<file path="config.mk">
export PLATFORM = sky130hd
export DESIGN_NAME = iter_div_unit
export DESIGN_NICKNAME = d
export VERILOG_FILES = /design/src/rtl/iter_div_unit.sv
export SDC_FILE = /design/constraint.sdc
export NUM_CORES = 1
export LEC_CHECK = 0
export CAP_MARGIN = 10
export CORE_ASPECT_RATIO = 1.1
export CORE_MARGIN = 4
export CORE_UTILIZATION = 56
export DETAILED_ROUTE_END_ITERATION = 8
export HOLD_SLACK_MARGIN = 0.15
export PLACE_DENSITY = 0.79
export SLEW_MARGIN = 0
export SYNTH_ARGS = -nofsm -noshare
export SYNTH_HDL_FRONTEND = slang
export SYNTH_SLANG_ARGS = --single-unit
</file>
<file path="constraint.sdc">
create_clock -name clk -period 14.3 [get_ports clk]
set_input_delay 1.43 -clock clk [delete_from_list [all_inputs] [get_ports clk]]
set_output_delay 1.43 -clock clk [all_outputs]
set_load 0.005 [all_outputs]
</file>
<file path="src/rtl/iter_div_unit.sv">
// Multi-cycle radix-2 restoring divider for div.w/mod.w/div.wu/mod.wu.
// Operands are divided as magnitudes; sign correction is applied when results are registered.
//
// state  | meaning
// S_IDLE | waiting for start, operands latched on accept
// S_CALC | one restoring iteration per cycle, MSB first
// S_DONE | results valid, done pulse for this single cycle
module iter_div_unit #(
   parameter int WIDTH = 32
) (
   input  logic             clk,
   input  logic             rst,
   input  logic             op,
   input  logic [WIDTH-1:0] dividend,
   input  logic [WIDTH-1:0] divisor,
   input  logic             start,
   output logic [WIDTH-1:0] quotient_out,
   output logic [WIDTH-1:0] remainder_out,
   output logic             done
);

   typedef enum logic [1:0] {S_IDLE, S_CALC, S_DONE} state_t;

   localparam int CW = $clog2(WIDTH + 1);
   localparam logic [WIDTH-1:0] MIN_NEG = {1'b1, {(WIDTH-1){1'b0}}};

   state_t           state_q, state_d;
   logic             op_q, op_d;
   logic             qneg_q, qneg_d;
   logic             rneg_q, rneg_d;
   logic [WIDTH-1:0] dvd_q, dvd_d;
   logic [WIDTH-1:0] dvs_q, dvs_d;
   logic [WIDTH-1:0] rem_q, rem_d;
   logic [CW-1:0]    cnt_q, cnt_d;
   logic [WIDTH-1:0] quot_q, quot_d;
   logic [WIDTH-1:0] remo_q, remo_d;
   logic             done_q, done_d;

   logic [WIDTH:0]   shifted;
   logic [WIDTH-1:0] trial;
   logic             ge;
   logic [WIDTH-1:0] rem_nx;
   logic [WIDTH-1:0] quo_nx;
   logic [WIDTH-1:0] a_mag;
   logic [WIDTH-1:0] b_mag;
   logic             div_zero;
   logic             ovf;

   // The remainder never exceeds the divisor, so a WIDTH-bit subtract is exact whenever it is kept.
   assign shifted = {rem_q, dvd_q[WIDTH-1]};
   assign ge      = shifted >= {1'b0, dvs_q};
   assign trial   = shifted[WIDTH-1:0] - dvs_q;
   assign rem_nx  = ge ? trial : shifted[WIDTH-1:0];
   assign quo_nx  = {dvd_q[WIDTH-2:0], ge};

   assign a_mag    = (op && dividend[WIDTH-1]) ? -dividend : dividend;
   assign b_mag    = (op && divisor[WIDTH-1])  ? -divisor  : divisor;
   assign div_zero = (divisor == '0);
   assign ovf      = op && (dividend == MIN_NEG) && (divisor == '1);

   always_comb begin
      state_d = state_q;
      op_d    = op_q;
      qneg_d  = qneg_q;
      rneg_d  = rneg_q;
      dvd_d   = dvd_q;
      dvs_d   = dvs_q;
      rem_d   = rem_q;
      cnt_d   = cnt_q;
      quot_d  = quot_q;
      remo_d  = remo_q;
      done_d  = 1'b0;
      case (state_q)
         S_IDLE: begin
            if (start) begin
               op_d   = op;
               qneg_d = dividend[WIDTH-1] ^ divisor[WIDTH-1];
               rneg_d = dividend[WIDTH-1];
               dvd_d  = a_mag;
               dvs_d  = b_mag;
               rem_d  = '0;
               cnt_d  = '0;
               if (div_zero) begin
                  quot_d  = '1;
                  remo_d  = dividend;
                  done_d  = 1'b1;
                  state_d = S_DONE;
               end else if (ovf) begin
                  quot_d  = MIN_NEG;
                  remo_d  = '0;
                  done_d  = 1'b1;
                  state_d = S_DONE;
               end else begin
                  state_d = S_CALC;
               end
            end
         end
         S_CALC: begin
            if (!start) begin
               state_d = S_IDLE;
            end else begin
               rem_d = rem_nx;
               dvd_d = quo_nx;
               cnt_d = cnt_q + 1'b1;
               if (cnt_q == CW'(WIDTH - 1)) begin
                  quot_d  = (op_q && qneg_q) ? -quo_nx : quo_nx;
                  remo_d  = (op_q && rneg_q) ? -rem_nx : rem_nx;
                  done_d  = 1'b1;
                  state_d = S_DONE;
               end
            end
         end
         S_DONE:  state_d = S_IDLE;
         default: state_d = S_IDLE;
      endcase
   end

   always_ff @(posedge clk) begin
      if (rst) begin
         state_q <= S_IDLE;
         op_q    <= 1'b0;
         qneg_q  <= 1'b0;
         rneg_q  <= 1'b0;
         dvd_q   <= '0;
         dvs_q   <= '0;
         rem_q   <= '0;
         cnt_q   <= '0;
         quot_q  <= '0;
         remo_q  <= '0;
         done_q  <= 1'b0;
      end else begin
         state_q <= state_d;
         op_q    <= op_d;
         qneg_q  <= qneg_d;
         rneg_q  <= rneg_d;
         dvd_q   <= dvd_d;
         dvs_q   <= dvs_d;
         rem_q   <= rem_d;
         cnt_q   <= cnt_d;
         quot_q  <= quot_d;
         remo_q  <= remo_d;
         done_q  <= done_d;
      end
   end

   assign quotient_out  = quot_q;
   assign remainder_out = remo_q;
   assign done          = done_q;

endmodule

</file>
After elaboration in Yosys (flattened, before gate mapping)
Cells that the tools add are included.
{"block": "totals", "reg_bits": 172, "inputBits": 68}
{"block": "classes", "add_sub_neg": 6, "n_lt_le_gt_ge": 1, "eq_ne": 9, "mux": 38, "bitwise": 1, "reduce_logical": 13}
{"cell": "$mux W32", "n": 19}
{"cell": "$pmux W32 S2", "n": 4}
{"cell": "$neg A32 Y32", "n": 4}
{"cell": "$eq A32 B32 Y1 const B", "n": 2}
{"cell": "$ge A33 B32 Y1", "n": 1}
{"cell": "$logic_not A32 Y1", "n": 1}
{"cell": "$sub A32 B32 Y32", "n": 1}
{"cell": "$mux W6", "n": 2}
{"cell": "$pmux W6 S2", "n": 1}
{"cell": "$mux W2", "n": 5}
{"cell": "$add A6 B1 Y6 const B", "n": 1}
{"cell": "$eq A6 B5 Y1 const B", "n": 1}
{"cell": "$logic_and A1 B1 Y1", "n": 6}
{"cell": "$ne A2 B2 Y1 const B", "n": 3}
{"cell": "$ne A3 B3 Y1 const B", "n": 2}
{"cell": "$mux W1", "n": 5}
{"cell": "$reduce_and A5 Y1", "n": 1}
{"cell": "$pmux W2 S2", "n": 1}
{"cell": "$reduce_and A2 Y1", "n": 2}
{"cell": "$reduce_and A3 Y1", "n": 1}
{"cell": "$eq A2 B1 Y1 const B", "n": 1}
{"cell": "$logic_not A2 Y1", "n": 1}
{"cell": "$pmux W1 S2", "n": 1}
{"cell": "$reduce_bool A2 Y1", "n": 1}
{"cell": "$xor A1 B1 Y1", "n": 1}

Depth between registers and ports, before layout
Gate-level depths: netlist of run 1.
{"block": "logic_depth", "word_depth": 7, "ltp_mapped": 24, "depth_no_buf": 18}

Least setup slack after synthesis of run 1
Ideal clock, no wire load.
{"block": "synth_path", "kind": "flip-flop to flip-flop", "from": "reg dvs_q[8]", "to": "reg remo_q[24] (netlist: remainder_out[24])", "setup_time_ns": 0.103, "arrival_time_ns": 4.781, "t_required_ns": 14.197, "slack_ns": 9.416, "stages_incl_launch_ff": 24, "n_path_buf": 6, "path_cell_list": "dfxtp_1 -> inv_1 -> ha_1 -> buf_4 -> nand2_2 -> or3_1 -> a211o_1 -> a31oi_4 -> or2_1 -> buf_4 -> buf_2 -> buf_2 -> buf_2 -> mux2i_1 -> ha_1 -> nand3_1 -> nor3_1 -> a41oi_1 -> or2_0 -> clkbuf_1 -> or3_4 -> o21ai_1 -> xnor2_1 -> a2111oi_2"}
{"block": "synth_via", "elab_chain_len": 7}
{"item": "from (decl)", "line": "32", "rtl": "logic [WIDTH-1:0] dvs_q, dvs_d;"}
{"item": "from (signal assigned)", "line": "137", "rtl": "dvs_q <= dvs_d;"}
{"item": "$sub A32 B32 Y32 or $ge A33 B32 Y1 (tied branches)", "line": "52, 51"}
{"item": "$mux W32 (*)", "line": "53", "rtl": "assign rem_nx = ge ? trial : shifted[WIDTH-1:0];"}
{"item": "$neg A32 Y32", "line": "107", "rtl": "remo_d = (op_q && rneg_q) ? -rem_nx : rem_nx;"}
{"item": "$mux W32 (*)", "line": "107"}
{"item": "$mux W32 (*)", "line": "105", "rtl": "if (cnt_q == CW'(WIDTH - 1)) begin"}
{"item": "$mux W32 (*)", "line": "99", "rtl": "if (!start) begin"}
{"item": "$pmux W32 S2 (*)", "line": "73", "rtl": "case (state_q)"}
{"item": "to (signal assigned)", "line": "141", "rtl": "remo_q <= remo_d;"}
{"item": "to (decl)", "line": "36", "rtl": "logic [WIDTH-1:0] remo_q, remo_d;"}
Mark *: on every way between the ends. The rest lies on a longest branch, timed or not. The select of a mux whose other input is x is not followed.
A chain may end at the register's enable or synchronous reset.

Worst setup path after layout of run 1
{"block": "layout_path", "from": "reg rem_q[5]", "to": "reg remo_q[22] (netlist: remainder_out[22])"}
{"block": "layout_via", "elab_chain_len": 7}
{"item": "from (decl)", "line": "33", "rtl": "logic [WIDTH-1:0] rem_q, rem_d;"}
{"item": "from (signal assigned)", "line": "138", "rtl": "rem_q <= rem_d;"}
{"item": "$sub A32 B32 Y32 or $ge A33 B32 Y1 (tied branches)", "line": "52, 51"}
{"item": "$mux W32 (*)", "line": "53"}
{"item": "$neg A32 Y32", "line": "107"}
{"item": "$mux W32 (*)", "line": "107"}
{"item": "$mux W32 (*)", "line": "105"}
{"item": "$mux W32 (*)", "line": "99"}
{"item": "$pmux W32 S2 (*)", "line": "73"}
Marked as above.

==> impl_metrics.csv, run 1 <==
group,metric,value,unit
sta,worst_pin_slew,1.05,ns
clocking,clk_pin_slew_worst_paths,0.08,ns
sta,max_freq,178,MHz
place,placed_area,0.0136,mm2
critical_path,critPathArrivalTime,5.96,ns
critical_path,critPathLaunch,"rem_q[5]",
finish,fin_nets,1836,
die,die-width,149,um
die,io_pins,133,
finish,fill_cells,1968,
finish,n_antenna_cell,0,
run,cap_violations,0,
clocking,cts.sinks,172,
worst_hold_path,hp-class,"flop to flop",
clocking,postCtsResizedCells,0,
routing,totalWireLength,38.4,mm
place,hpwl,28.2,mm
die,die_y,163,um
sta,final.setup.worst_slack,8.69,ns
die,initial_core_util,0.574,
finish,multi_input_area,0.00814,mm2
power,p_per_area,93.0,mW/mm2
die,die-area,0.0244,mm2
critical_path,rr_endpoint,"remainder_out[22]",
clocking,cts_tree,"done",
power,p_leak,0.00523,uW
grt,grt_pass1_wl,61.4,mm
critical_path,required,14.65,ns
critical_path,regToRegStartpoint,"rem_q[5]",
place,globalplace.congestion,0.970,
synth,ys_async_sr_fraction,0,
grt,antenna_found_initial,0,
die,rows,56,
clocking,holdBufCountCts,0,
grt,grt_usage,0.308,
routing,vias,12781,
grt,grt_start_max_net_pins,96,
power,irDropWorstVdd,0.0830,mV
synth,synth_flop_cell,"dfxtp_1",
routing,drt_drc_violations_left,0,
die,coreArea,0.0214,mm2
sta,rsz0062_at_grt,"no",
synth,syn_nets,1789,
clocking,clock_path_buffers,2,
critical_path,crit_type,"flop to flop",
routing,drtIter0Drc,1193,
synth,yosys_warnings,0,
grt,grt_pass1_vias,11984,
synth,ys_ff_latch,172,
critical_path,worstSetupEndpoint,"remainder_out[22]",
finish,finalInstanceArea,0.0143,mm2
sta,max_slew_margin,0.298,
critical_path,ff2ff_path_depth,17,
sta,setup_tns,0,ns
sta,period_share,0.392,
finish,synthToLayoutAreaGrowth,16.0,%
routing,via_per_inst,6.29,
critical_path,critPathCaptureType,"flop",
sta,skew,0.0145,ns
critical_path,cp_max_fo,52,
synth,syn_area,0.0123,mm2
sta,hold_violations,0,
routing,dr.pass1.iters,6,
synth,yosys.cell_types.count,85,
finish,regArea,0.00344,mm2
clocking,clkLatencyLatePin,0.44,ns
synth,synth_edf_count,0,
clocking,cts_made_buffers,17,
critical_path,critPathLaunchType,"flop",
sta,slew_viol_final,0,
clocking,cts-htree-levels,4,
clocking,root_buffer,"clkbuf_16",
routing,postRouteAntennaNets,0,
synth,syn_avg_cell_area,7.32,um2
sta,setup_viol_count_final,0,
clocking,post_cts.repair.setup_buffers,0,
place,post-place-ws,8.66,ns
grt,globalRouteOverflowTotal,0,
synth,syn_inst,1682,
routing,wire_per_inst,18.9,um
synth,yosysSeqAreaShare,0.280,
sta,min_period,5.61,ns
place,port_buffers,132,
critical_path,reg2reg_slack,8.69,ns
finish,layout-drive-gt1-share,0.0448,
status,status,"complete, no violations",
## flip-flops by register name (all words and copies together), names as in the netlist
register,count
dvd_q,32
dvs_q,32
quotient_out,32
rem_q,32
remainder_out,32
cnt_q,6
state_q,2
done,1
op_q,1
qneg_q,1
rneg_q,1
## metrics by stage
step           hold slack, ns  power, uW   util  cells
3_5_place_dp            0.450        818  0.637   2000
5_1_grt                 0.497       1380  0.666   2031
4_1_cts                 0.460       1330  0.666   2031
2_1_floorplan           0.432        721      -   1682
3_3_place_gp            0.443        814  0.637   2000
6_report                0.455       1330  0.666   2031
## cells in the mapped netlist, drive strengths merged, types with 12 or more instances
cell	number	area, um2
a22oi	18	135
nor4	19	119
xor2	48	420
and2	13	81.3
buf	28	139
nor2	251	942
ha	38	475
and3	12	75.1
or3	25	161
o21a	13	97.6
nand2	111	419
clkbuf	88	330
o31ai	18	149
a21oi	168	841
xnor2	83	727
o21ai	69	345
a31oi	25	178
nor3	81	410
dfxtp	172	3440
nand4	24	169
a211oi	73	553
nand3	31	155
inv	79	297
a221oi	40	350
## cells by family after synthesis
group,count (synthesis),synth area share
adders and majority gates,39,0.0403
DFF,172,0.280
xor gates and xnor gates,131,0.0932
and+or+nand+nor,622,0.238
muxes,9,0.00742
buffers and inverters,195,0.0622
AOI/OAI and AO/OA,514,0.279
## worst max-delay path: stages, from the launching register on
cell and delay, ns:
dfxtp_1 0.35, ha_1 0.56, nand2_1 0.16, or3_1 0.39, a211o_1 0.34, a31oi_4 0.35, or2_1 0.15, buf_4 0.45
mux2i_1 0.40, ha_1 0.36, nand3_1 0.13, nor3_1 0.23, a41oi_1 0.10, or2_0 0.38, or3_4 0.46, a2111oi_0 0.43
a31oi_1 0.08, a21oi_1 0.18
## routing by layer
metal,wire (um),track usage,vias up
met5,0,0,-
met3,2960,0.0402,79
li1,-,-,6189
met2,18200,0.521,543
met1,15600,0.389,5970
met4,1620,0.147,0
## cells in the final DEF, fill, tap and decap left out, drive strengths merged, types with 40 or more instances in the layout
cell type,n
a211oi,73
a21oi,168
a221oi,40
clkdlybuf4s50,131
dfxtp,172
inv,84
nand2,111
nor2,251
nor3,81
o21ai,69
xnor2,83
xor2,48
## where the power goes
part           total (uW)  switching (uW)  internal, uW  leakage, uW
Sequential            520            18.0           502      0.00140
Combinational         294             179           115      0.00352
Clock                 514             218           296     0.000304
## final cells by class
class                      instances  area share
tap                              290      0.0254
inverter                          79      0.0208
clock buffer                      17      0.0298
sequential                       172       0.241
timing repair buffer             144      0.0987
multi-input combinational       1315       0.570
clock inverter                    14      0.0145
## worst min path at each step
stage / start / end / slack, ns / cells after the start
final: dvs_q[30] / dvs_q[30] / 0.45 / 2
after global routing: dvs_q[30] / dvs_q[30] / 0.50 / 2
after CTS: dvs_q[30] / dvs_q[30] / 0.46 / 2
after detailed placement: dvs_q[30] / dvs_q[30] / 0.45 / 2
after global placement: dvs_q[31] / dvs_q[31] / 0.44 / 2
after floorplan: dvs_q[18] / dvs_q[18] / 0.43 / 2
Power figures use the tool's default switching activity.
==> run 2: changes to the inputs <==
==> constraint.sdc (replaced) <==
create_clock -name clk -period 5.85 [get_ports clk]
set_input_delay 0.585 -clock clk [delete_from_list [all_inputs] [get_ports clk]]
set_output_delay 0.585 -clock clk [all_outputs]
set_load 0.005 [all_outputs]
==> run 2 against run 1 <==
Via count grew 0.65%. Power grew 140%. Worst setup slack lost 8.2 ns. Sequential share of layout area shrank 0.068 points. Core utilization grew 0.19 points. Clock skew shrank 0.0040 ns. Cell area grew 0.28%. Critical endpoint is now quotient_out[28].
==> impl_metrics.csv, run 2 (synthesis results as in run 1) <==
group,metric,value,unit
finish,layout-drive-gt1-share,0.0486,
critical_path,path_buf_inv,3,
power,p_per_area,225,mW/mm2
power,p_comb_frac,0.224,
critical_path,critPathLaunch,"dvs_q[30]",
routing,drt_drc_violations_left,0,
critical_path,reg2reg_slack,0.50,ns
finish,fill_cells,1911,
clocking,clk_pin_slew_worst_paths,0.08,ns
finish,multi_input_area,0.00814,mm2
clocking,cts-htree-levels,4,
grt,antenna_found_initial,0,
routing,via_per_inst,6.31,
critical_path,cp_max_fo,27,
routing,drtIter0Drc,1158,
die,io_pins,133,
sta,max_slew_margin,0.320,
power,clock_power_share,0.381,
power,irDropWorstVdd,0.171,mV
critical_path,crit_family,"compound AO/OA/AOI/OAI gates",
routing,vias,12864,
die,rows,56,
clocking,cts_tree,"done",
clocking,clkLatencyLatePin,0.45,ns
finish,synthToLayoutAreaGrowth,16.3,%
finish,finalInstanceArea,0.0143,mm2
critical_path,critPathArrivalTime,5.67,ns
critical_path,rr_endpoint,"quotient_out[28]",
sta,rsz0062_at_grt,"no",
critical_path,critPathLaunchType,"flop",
grt,grt_start_max_net_pins,85,
power,internal_power,2210,uW
routing,postRouteAntennaNets,0,
clocking,postCtsResizedCells,0,
finish,regArea,0.00344,mm2
routing,totalWireLength,39.0,mm
clocking,clock_path_buffers,2,
critical_path,regToRegStartpoint,"dvs_q[30]",
clocking,post_cts.repair.setup_buffers,0,
sta,setup_tns,0,ns
power,swShare,0.315,
critical_path,max_stage_delay,0.59,ns
worst_hold_path,whs_endpoint,"dvs_q[31]",
place,globalplace.congestion,0.972,
sta,max_freq,187,MHz
run,cap_violations,0,
critical_path,critPathCaptureType,"flop",
finish,n_antenna_cell,0,
clocking,holdBufCountCts,0,
die,die-area,0.0244,mm2
clocking,cts.sinks,172,
die,die_y,163,um
die,coreArea,0.0214,mm2
critical_path,crit_path_top_delay_cell,"o21ai_0",
status,status,"complete, no violations",
finish,fin_nets,1843,
clocking,root_buffer,"clkbuf_16",
place,placed_area,0.0137,mm2
sta,skew,0.0105,ns
critical_path,ff2ff_path_depth,16,
finish,most-common-layout-cells,"250 x nor2_1, 172 x dfxtp_1, 168 x a21oi_1",
worst_hold_path,min_path_cells,2,
power,seqPwrFrac,0.395,
power,p_switching,1010,uW
grt,globalRouteOverflowTotal,0,
sta,period_share,0.915,
critical_path,crit_path_cell_trace,"inv_1 -> ha_1 -> a21o_1 -> a211oi_1 -> nand4_2 -> or2_1 -> buf_4 -> inv_2 -> ha_1 -> and3_1 -> nand2_1 -> o21ai_0 -> o21ai_0 -> xnor2_1 -> a211oi_1 -> nor3_1",
routing,wire_per_inst,19.1,um
power,finalPower,3220,uW
critical_path,crit_type,"flop to flop",
worst_hold_path,hp-class,"flop to flop",
sta,setup_viol_count_final,0,
finish,layout_commonest_cell,"nor2_1",
clocking,cts_made_buffers,17,
place,port_buffers,132,
place,hpwl,29.3,mm
die,die-width,149,um
sta,min_period,5.35,ns
sta,worst_pin_slew,1.02,ns
worst_hold_path,min_from,"dvs_q[31]",
grt,grt_pass1_wl,62.1,mm
sta,hold_violations,0,
die,initial_core_util,0.574,
routing,dr.pass1.iters,6,
sta,slew_viol_final,0,
grt,grt_usage,0.314,
power,p_leak,0.00526,uW
critical_path,required,6.17,ns
grt,grt_pass1_vias,11916,
## run 2: power groups by stage
stage | combinational [uW] | clock [uW] | sequential, uW
after floorplan | 476 | 0 | 1290
after global placement | 699 | 0 | 1290
after detailed placement | 706 | 0 | 1300
after CTS | 711 | 1230 | 1270
after global routing | 789 | 1280 | 1280
final | 721 | 1230 | 1270
## run 2: cell type report
class / instances / area share
Multi-Input combinational cell: 1315 / 0.568
Inverter: 79 / 0.0207
Clock inverter: 13 / 0.0126
Timing Repair Buffer: 151 / 0.102
Clock buffer: 18 / 0.0307
Tap cell: 290 / 0.0253
Sequential cell: 172 / 0.240
## run 2: metal layers
| metal | routed length [um] | share of wire | GRT usage |
|---|---|---|---|
| met5 | 0 | 0 | 0 |
| met1 | 16400 | 0.42 | 0.397 |
| met3 | 2590 | 0.066 | 0.0397 |
| met2 | 18400 | 0.47 | 0.530 |
| met4 | 1630 | 0.042 | 0.149 |
## run 2: how the worst max path moves through the flow
stage / endpoint / slack (ns) / cells after the start
6_report: quotient_out[28] / 0.50 / 16
5_1_grt: quotient_out[28] / 0.23 / 17
3_5_place_dp: remainder_out[22] / 0.73 / 17
3_3_place_gp: quotient_out[28] / 0.85 / 17
4_1_cts: quotient_out[28] / 0.66 / 17
2_1_floorplan: remainder_out[24] / 0.97 / 23
## run 2: tightest hold or removal path, stage by stage, from the launching register on
cell     delay [ns]
dfxtp_1        0.31
nand2_1        0.05
a21oi_1        0.05
## run 2: through the flow
stage,cells,hold WS (ns),util,setup WS (ns)
6_report,2038,0.452,0.668,0.498
2_1_floorplan,1682,0.432,-,0.966
4_1_cts,2038,0.457,0.668,0.660
3_3_place_gp,2007,0.442,0.639,0.849
3_5_place_dp,2007,0.447,0.639,0.727
5_1_grt,2038,0.475,0.668,0.229
